==> config.mk <==
export PLATFORM = sky130hd
export DESIGN_NAME = fifo_stream_reader
export DESIGN_NICKNAME = d
export VERILOG_FILES = /design/src/rtl/fifo_stream_reader.sv
export SDC_FILE = /design/constraint.sdc
export NUM_CORES = 1
export LEC_CHECK = 0
export CAP_MARGIN = 20
export CORE_MARGIN = 3
export CORE_UTILIZATION = 30
export CTS_CLUSTER_SIZE = 16
export DETAILED_ROUTE_END_ITERATION = 10
export REMOVE_ABC_BUFFERS = 1
export SLEW_MARGIN = 30
export SYNTH_ARGS = -nofsm -noshare
export SYNTH_HDL_FRONTEND = slang
export SYNTH_SLANG_ARGS = --single-unit
==> constraint.sdc <==
create_clock -name clk -period 3.2 [get_ports clk]
set_input_delay 0.8 -clock clk [delete_from_list [all_inputs] [get_ports clk]]
set_output_delay 0.8 -clock clk [all_outputs]
set_load 0.02 [all_outputs]
==> src/rtl/fifo_stream_reader.sv <==
// Pops words from a sync_fifo read port and presents them as a valid/ready stream
// framed into BURST_LEN-beat bursts; a 2-entry skid buffer hides the FIFO read latency.
module fifo_stream_reader #(
  parameter int unsigned DATA_WIDTH = 32,
  parameter int unsigned BURST_LEN  = 8,
  parameter int unsigned CNT_WIDTH  = 32
) (
  input  logic                  clk,
  input  logic                  rst_n,
  input  logic                  en,
  input  logic                  fifo_empty,
  input  logic [DATA_WIDTH-1:0] fifo_data_out,
  output logic                  fifo_rd_en,
  output logic                  m_valid,
  input  logic                  m_ready,
  output logic [DATA_WIDTH-1:0] m_data,
  output logic                  m_last,
  output logic [CNT_WIDTH-1:0]  word_cnt
);

  localparam int unsigned BEAT_W = 16;
  localparam logic [BEAT_W-1:0] BEAT_MAX = BEAT_W'(BURST_LEN - 1);

  logic [1:0]            occ_q, occ_d;
  logic                  inflight_q;
  logic [DATA_WIDTH-1:0] head_q, head_d;
  logic [DATA_WIDTH-1:0] tail_q, tail_d;
  logic [BEAT_W-1:0]     beat_q, beat_d;
  logic [CNT_WIDTH-1:0]  cnt_q, cnt_d;
  logic                  pop_out;
  logic [1:0]            pending;

  assign m_valid  = (occ_q != 2'd0);
  assign m_data   = head_q;
  assign m_last   = m_valid && (beat_q == BEAT_MAX);
  assign word_cnt = cnt_q;
  assign pop_out  = m_valid && m_ready;

  // Words still owed to the sink after this cycle; pop_out implies occ_q >= 1.
  assign pending    = occ_q + 2'(inflight_q) - 2'(pop_out);
  assign fifo_rd_en = rst_n && en && !fifo_empty && (pending < 2'd2);

  // Skid buffer: head_q is the oldest word, tail_q the second.
  always_comb begin
    occ_d  = occ_q;
    head_d = head_q;
    tail_d = tail_q;
    beat_d = beat_q;
    cnt_d  = cnt_q;
    case ({inflight_q, pop_out})
      2'b11: begin
        if (occ_q == 2'd1) begin
          head_d = fifo_data_out;
        end else begin
          head_d = tail_q;
          tail_d = fifo_data_out;
        end
      end
      2'b10: begin
        if (occ_q == 2'd0) head_d = fifo_data_out;
        else               tail_d = fifo_data_out;
        occ_d = occ_q + 2'd1;
      end
      2'b01: begin
        head_d = tail_q;
        occ_d  = occ_q - 2'd1;
      end
      default: ;
    endcase
    if (pop_out) begin
      beat_d = m_last ? '0 : beat_q + BEAT_W'(1);
      cnt_d  = cnt_q + CNT_WIDTH'(1);
    end
  end

  always_ff @(posedge clk or negedge rst_n) begin
    if (!rst_n) begin
      occ_q      <= '0;
      inflight_q <= 1'b0;
      head_q     <= '0;
      tail_q     <= '0;
      beat_q     <= '0;
      cnt_q      <= '0;
    end else begin
      occ_q      <= occ_d;
      inflight_q <= fifo_rd_en;
      head_q     <= head_d;
      tail_q     <= tail_d;
      beat_q     <= beat_d;
      cnt_q      <= cnt_d;
    end
  end

endmodule
* After elaboration in Yosys (flattened, before gate mapping)
Cells that the tools add are included.
Word-level totals: bits in registers 115, output and inout port bits 67, memories 0, bits in latches 0, bits in read-only memories 0, memory bits (writable) 0
Operators by class: add/sub/neg operators 6, mux-type cells 8, eq/ne operators 8, div/mod/pow operators 0, bitwise logic cells 0, multipliers 0, shift-type cells 0, reductions and logical operators 13, magnitude comparators 1
Operators by type and width (count):
- 32-bit 2-to-1 mux | 4
- 32-bit case mux with 3 select lines | 1
- 32-bit case mux with 2 select lines | 1
- 32-bit by 1-bit adder with 32-bit output (second input constant) | 1
- 16-bit by 1-bit adder with 16-bit output (second input constant) | 1
- 16-bit by 3-bit equality test with 1-bit output (second input constant) | 1
- 16-bit 2-to-1 mux | 1
- 2-bit != test (second input constant) | 3
- 2-bit nonzero test | 3
- 1-bit logical AND | 5
- 2-bit by 1-bit equality test with 1-bit output (second input constant) | 2
- 2-bit equality test (second input constant) | 2
- 2-bit case mux with 2 select lines | 1
- 3-bit AND reduction | 1
- 3-bit nonzero test | 1
- 2-bit by 1-bit adder with 2-bit output | 1
- 2-bit by 1-bit adder with 2-bit output (second input constant) | 1
- 2-bit logical NOT | 1
- 2-bit < comparator (second input constant) | 1
- 2-bit AND reduction | 1
- 2-bit by 1-bit subtractor with 2-bit output | 1
- 2-bit by 1-bit subtractor with 2-bit output (second input constant) | 1
- 1-bit logical NOT | 1

* Logic depth before layout (Yosys ltp)
Gate-level depths: netlist of run 1.
depth in word-level cells 5, mapped depth 13, gate-level depth less buffers 9

* Worst setup path before layout of run 1
Ideal clock, no wire load.
kind input to output, from input port m_ready, to output port fifo_rd_en, path slack -0.167 ns, stages 8, arrival time 2.567 ns, path buffers 3, required time 2.400 ns, path through nor2b_2 buf_6 ha_1 clkbuf_1 clkbuf_1 nor2_1 xnor2_1 nor3_1
Between the ends: cells in the longest elaborated chain, start to end 4
Ends and longest elaborated chain:
- start, declared | line 15 | input logic m_ready,
- 1-bit logical AND | line 37 | assign pop_out = m_valid && m_ready;
- 2-bit by 1-bit subtractor with 2-bit output | line 40 | assign pending = occ_q + 2'(inflight_q) - 2'(pop_out);
- 2-bit < comparator | line 41 | assign fifo_rd_en = rst_n && en && !fifo_empty && (pending < 2'd2);
- 1-bit logical AND | line 41
- end, declared | line 13 | output logic fifo_rd_en,
Every way passes these cells.

* Worst setup path after layout of run 1
from register occ_q[0], to output port fifo_rd_en
Between the ends: cells in the longest elaborated chain, start to end 5, elaborated cells between the ends (all ways) 6, classes of those cells 2 x add/sub; 1 x order compare; 3 x reduce/logical
Ends and longest elaborated chain:
- start, declared | line 24 | logic [1:0] occ_q, occ_d;
- start signal, assigned | line 78 | occ_q <= '0;
- start signal, assigned | line 85 | occ_q <= occ_d;
- branches (longest 2 deep; another with 2-bit by 1-bit adder with 2-bit output)
- 2-bit by 1-bit subtractor with 2-bit output (*) | line 40
- 2-bit < comparator (*) | line 41
- 1-bit logical AND (*) | line 41
Every way passes the cells marked *.

==> results of run 1 <==
layout make-up:
type                       count  area, um^2
multi-input combinational    334        2659
timing repair buffer         117        1180
sequential                   115        2878
clock inverter                10       152.6
clock buffer                  22       484.2
fill                        1741       10600
inverter                       8       32.53
tap                          229       286.5
report_power, final:
group	total (mW)	internal, mW	switching [mW]
clock network	2.03	1.38	0.649
registers	2.35	1.96	0.390
logic	2.79	1.39	1.39
total	7.16	4.73	2.43
critical path, cell delays in order, from the launching register on:
cell and delay, ns:
dfrtp_1 0.43, inv_1 0.09, ha_1 0.25, nor2b_4 0.14, ha_2 0.28, nor2_1 0.14, xnor2_1 0.08, nor3_1 0.17
buf_2 0.21
repair_timing:
action | in CTS | in global routing
endpoints found under the setup margin | 2 | 1
pin swaps | 1 | 0
resized for setup | 8 | 3
hold buffers | 0 | 0
worst paths after layout:
check | start | endpoint | slack [ns] | cells after the start
worst max-delay path | occ_q[0] | fifo_rd_en | 0.22 | 8
max in group asynchronous | rst_n | tail_q[4] | 1.62 | 4
worst max register to register | occ_q[1] | m_data[19] | 0.61 | 8
worst min register to register | word_cnt[31] | word_cnt[31] | 0.47 | 1
min in group asynchronous | rst_n | occ_q[1] | 0.53 | 2
worst min-delay path | word_cnt[31] | word_cnt[31] | 0.47 | 1
synth_stat cells (2+ instances only):
cell type / count / area (um^2)
nor4_4: 2 / 42.54
xor2_1: 7 / 61.31
o21ai_0: 4 / 20.02
a211oi_1: 31 / 232.7
clkbuf_1: 21 / 78.83
buf_6: 2 / 22.52
a221oi_1: 32 / 280.3
dfrtp_1: 115 / 2878
nand4b_1: 3 / 26.28
nor4_1: 5 / 31.28
buf_2: 7 / 35.03
inv_1: 7 / 26.28
nand2_1: 28 / 105.1
a21oi_1: 4 / 20.02
mux2_2: 34 / 382.9
nand4_1: 17 / 106.4
and2_1: 2 / 12.51
nand3_1: 23 / 115.1
ha_1: 8 / 100.1
xnor2_1: 41 / 359.1
mux2i_1: 32 / 320.3
a21o_1: 31 / 232.7
nor2_1: 12 / 45.04
nor3_1: 5 / 25.02
and3_1: 4 / 25.02
and4_1: 2 / 17.52
through the flow:
stage | util (%) | instances | hold slack (ns)
floorplan | - | 457 | 0.4434
global placement | 38.32 | 802 | 0.4573
detailed placement | 38.38 | 802 | 0.4628
CTS | 41.85 | 834 | 0.4745
global route | 41.99 | 835 | 0.4934
finish | 41.99 | 835 | 0.4669
per-layer routing:
metal / part of all wire (%) / vias up / global-route usage (%)
met5: 0 / - / 0
met4: 0.39 / 0 / 3.320
met3: 6.8 / 4 / 3.993
met2: 45 / 137 / 20.63
met1: 48 / 2215 / 19.66
li1: - / 2026 / -
cells by family (layout without fill, tap and decap cells):
kind of cell,after synthesis,in the layout,synth area share [%]
AOI/OAI and AO/OA,103,103,14.02
buffers and inverters,39,157,3.046
adders and majority gates,8,8,1.766
DFF,115,115,50.77
muxes,66,66,12.41
and+or+nand+nor,109,109,10.57
xor gates and xnor gates,48,48,7.417
flip-flops by register name, indices dropped and copies added (netlist names):
name,flops
m_data,32
tail_q,32
word_cnt,32
beat_q,16
occ_q,2
inflight_q,1
==> run metrics, run 1 <==
Seq/Total Area, Yosys 50.77%; Die W 143.5 um; clk_lat worst skew 0.41 ns; first-pass GRT wire length 22830 um; pwr dens 933.3 mW/mm^2; Final Max Slew Viols 0; H-tree levels 4; Total GRT Usage 13.75%; startpoint types register; Starting Density 31.02%; Max-Cap Viols 0; critical path fanouts, max 4; ant diodes 0; area delta synth->final 35.36%; clock root cell clkbuf_16; Final setup viols 0; critical path class reg -> out; commonest non-fill, non-tap cell in the layout dfrtp_1; row cnt 49; Crit path required time 2.40 ns; post-synth cell types 35; drt wl/cell 16.43 um; #FFs+latches synth 115; RSZ-0062 raised after global routing false; Finished Cell Area 0.007672 mm^2; # Post-CTS Setup Buffers 0; Ys Warns 0; Setup TNS 0 ns; final worst slack 0.2238 ns; Die Y 143.5 um; # IOs 104; most frequent cells in the layout 115 x dfrtp_1, 99 x clkdlybuf4s50_1, 41 x xnor2_1; Placed Area 0.007012 mm^2; # nets final 638; Setup Skew 0.01352 ns; final worst path period share 93.01%; Max IR drop VDD 393.5 uV; total iterations of the first detailed-routing run 4; drt total wl 13720 um; vias in the first global route 4377; Final Critical Period 2.976 ns; status completed; clock slew at reported path FFs 0.05 ns; Least-Margin Pin Slew 0.7690 ns; detailed-route via count 4382; CTS tree done; DRC violations left 0; top_reg_cell synth dfrtp_1; hpwl dp 8823 um; layout cells sized above 1 15.35%; cell area after synthesis 0.005668 mm^2; Die ar. 0.02058 mm^2; CTS Sinks 115; Power, Total 7.161 mW; GR Overflow Total 0; cells after synthesis 488; Avg Inst Size Synth 11.61 um^2; largest net degree at the start of global routing 68; Port Buf Inserts 103; Peak Freq 336.0 MHz; initial DRC count 241; Pleak 3.257 nW; initial antenna violation count 0; drt via density 5.248; CP Capture Type primary output; Setup WS pre-CTS -0.5709 ns; EDFF count, synth 0; cts bufs inserted 17; gpl congestion 0.7619; Arr. time, crit path 2.18 ns; fraction of registers with async set or reset after synthesis 100.0%; final hold violation count 0; relative slew slack 48.34%; core box area 0.01827 mm^2; ANT nets after route 0; Worst Hold Class reg -> reg; clock tree buffer depth 2
(Power assumes the default switching activity.)
==> run 2, diff against run 1 <==
- CELL_PAD_IN_SITES_DETAIL_PLACEMENT: default -> 0
- CELL_PAD_IN_SITES_GLOBAL_PLACEMENT: default -> 2
- PLACE_DENSITY_LB_ADDON: default -> 0.1
- SLEW_MARGIN: 30 -> 20
==> run metrics, run 2 (synthesis gave the netlist of run 1 again) <==
Final Max Slew Viols 0; Setup crit end fifo_rd_en; pwr dens 936.4 mW/mm^2; Max IR drop VDD 388.8 uV; DRC violations left 0; relative slew slack 37.23%; Max-Cap Viols 0; H-tree levels 4; Die W 143.5 um; Port Buf Inserts 103; # IOs 104; detailed-route via count 4361; most frequent cells in the layout 115 x dfrtp_1, 99 x clkdlybuf4s50_1, 41 x xnor2_1; routed wl met3 759 um; Final Critical Period 2.936 ns; CTS tree done; Least-Margin Pin Slew 0.9416 ns; dpl cells 807; ant diodes 0; Peak Freq 340.7 MHz; final hold violation count 0; ANT nets after route 0; worst r2r dst m_data[19]; layout cells sized above 1 15.71%; clock root cell clkbuf_16; commonest non-fill, non-tap cell in the layout dfrtp_1; critical path class reg -> out; Setup WS pre-CTS -0.5619 ns; drt total wl 14880 um; initial antenna violation count 0; Power, Total 7.183 mW; Die Y 143.5 um; drt via density 5.192; gpl congestion 0.7099; FF-to-FF path depth 8; row cnt 49; startpoint types register; met2 routed WL 6934 um; Setup TNS 0 ns; Finished Cell Area 0.007671 mm^2; largest net degree at the start of global routing 70; hpwl dp 9363 um; core box area 0.01827 mm^2; drt wl/cell 17.72 um; initial DRC count 116; Final setup viols 0; CTS Sinks 115; Worst Hold Class reg -> reg; critical path fanouts, max 4; FF-to-FF setup slack 0.59 ns; GR Overflow Total 0; Total GRT Usage 14.79%; final worst path period share 91.74%; Critical path origin occ_q[0]; vias in the first global route 4561; final worst slack 0.2645 ns; M1 wire length 7004 um; Placed Area 0.007039 mm^2; Starting Density 31.02%; clock tree buffer depth 2; Finished Layout Cells 840; cts bufs inserted 17; Crit Reg-Reg Startpoint occ_q[0]; status completed; CP Capture Type primary output; Die ar. 0.02058 mm^2; total iterations of the first detailed-routing run 4; Pleak 3.269 nW; area delta synth->final 35.34%; clock slew at reported path FFs 0.05 ns; Crit path required time 2.40 ns; DR top layer met4; Setup Skew 0.008208 ns; Arr. time, crit path 2.14 ns; RSZ-0062 raised after global routing false; first-pass GRT wire length 23850 um; clk_lat worst skew 0.41 ns; # nets final 643
## run 2: final cells by class
cell class                      count  area [um^2]
Multi-Input combinational cell    334         2651
Fill cell                        1728        10600
Clock inverter                     10        155.1
Inverter                            8        32.53
Sequential cell                   115         2878
Timing Repair Buffer              122         1204
Clock buffer                       22        464.2
Tap cell                          229        286.5
## run 2: per-stage QoR
stage	utilization [%]	hold slack (ns)
5_1_grt	41.99	0.4776
4_1_cts	41.95	0.4741
6_report	41.99	0.4713
3_3_place_gp	38.53	0.4575
2_1_floorplan	-	0.4434
3_5_place_dp	38.53	0.4612
## run 2: worst min path at each step
stage               start          to  depth (start not counted)
2_1_floorplan  beat_q[15]  beat_q[15]                          1
3_3_place_gp   m_data[17]  m_data[17]                          1
3_5_place_dp   beat_q[15]  beat_q[15]                          1
4_1_cts        beat_q[15]  beat_q[15]                          1
5_1_grt        beat_q[15]  beat_q[15]                          1
6_report        m_data[0]   m_data[0]                          1
## run 2: routing by layer
| metal | vias to the layer above | track usage, % |
|---|---|---|
| met1 | 2196 | 18.83 |
| met5 | - | 0 |
| met4 | 0 | 5.600 |
| met2 | 101 | 23.87 |
| li1 | 2047 | - |
| met3 | 17 | 4.326 |
## run 2: timing repair
item,in CTS,in global routing
endpoints found under the setup margin,2,2
gates resized for setup,9,3
pin swaps,1,1
hold buffers,0,0
setup buffers,0,1
## run 2: power by group
part           leakage (nW)  internal [mW]  switching, mW
Sequential             1.46           1.96          0.392
Combinational          1.51           1.41           1.43
Clock                 0.300           1.34          0.663
## run 2: critical path: stages (launching register included)
cell	delay, ns
dfrtp_1	0.39
inv_1	0.08
ha_1	0.24
nor2b_4	0.14
ha_2	0.29
nor2_1	0.13
xnor2_1	0.11
nor3_2	0.19
buf_4	0.17
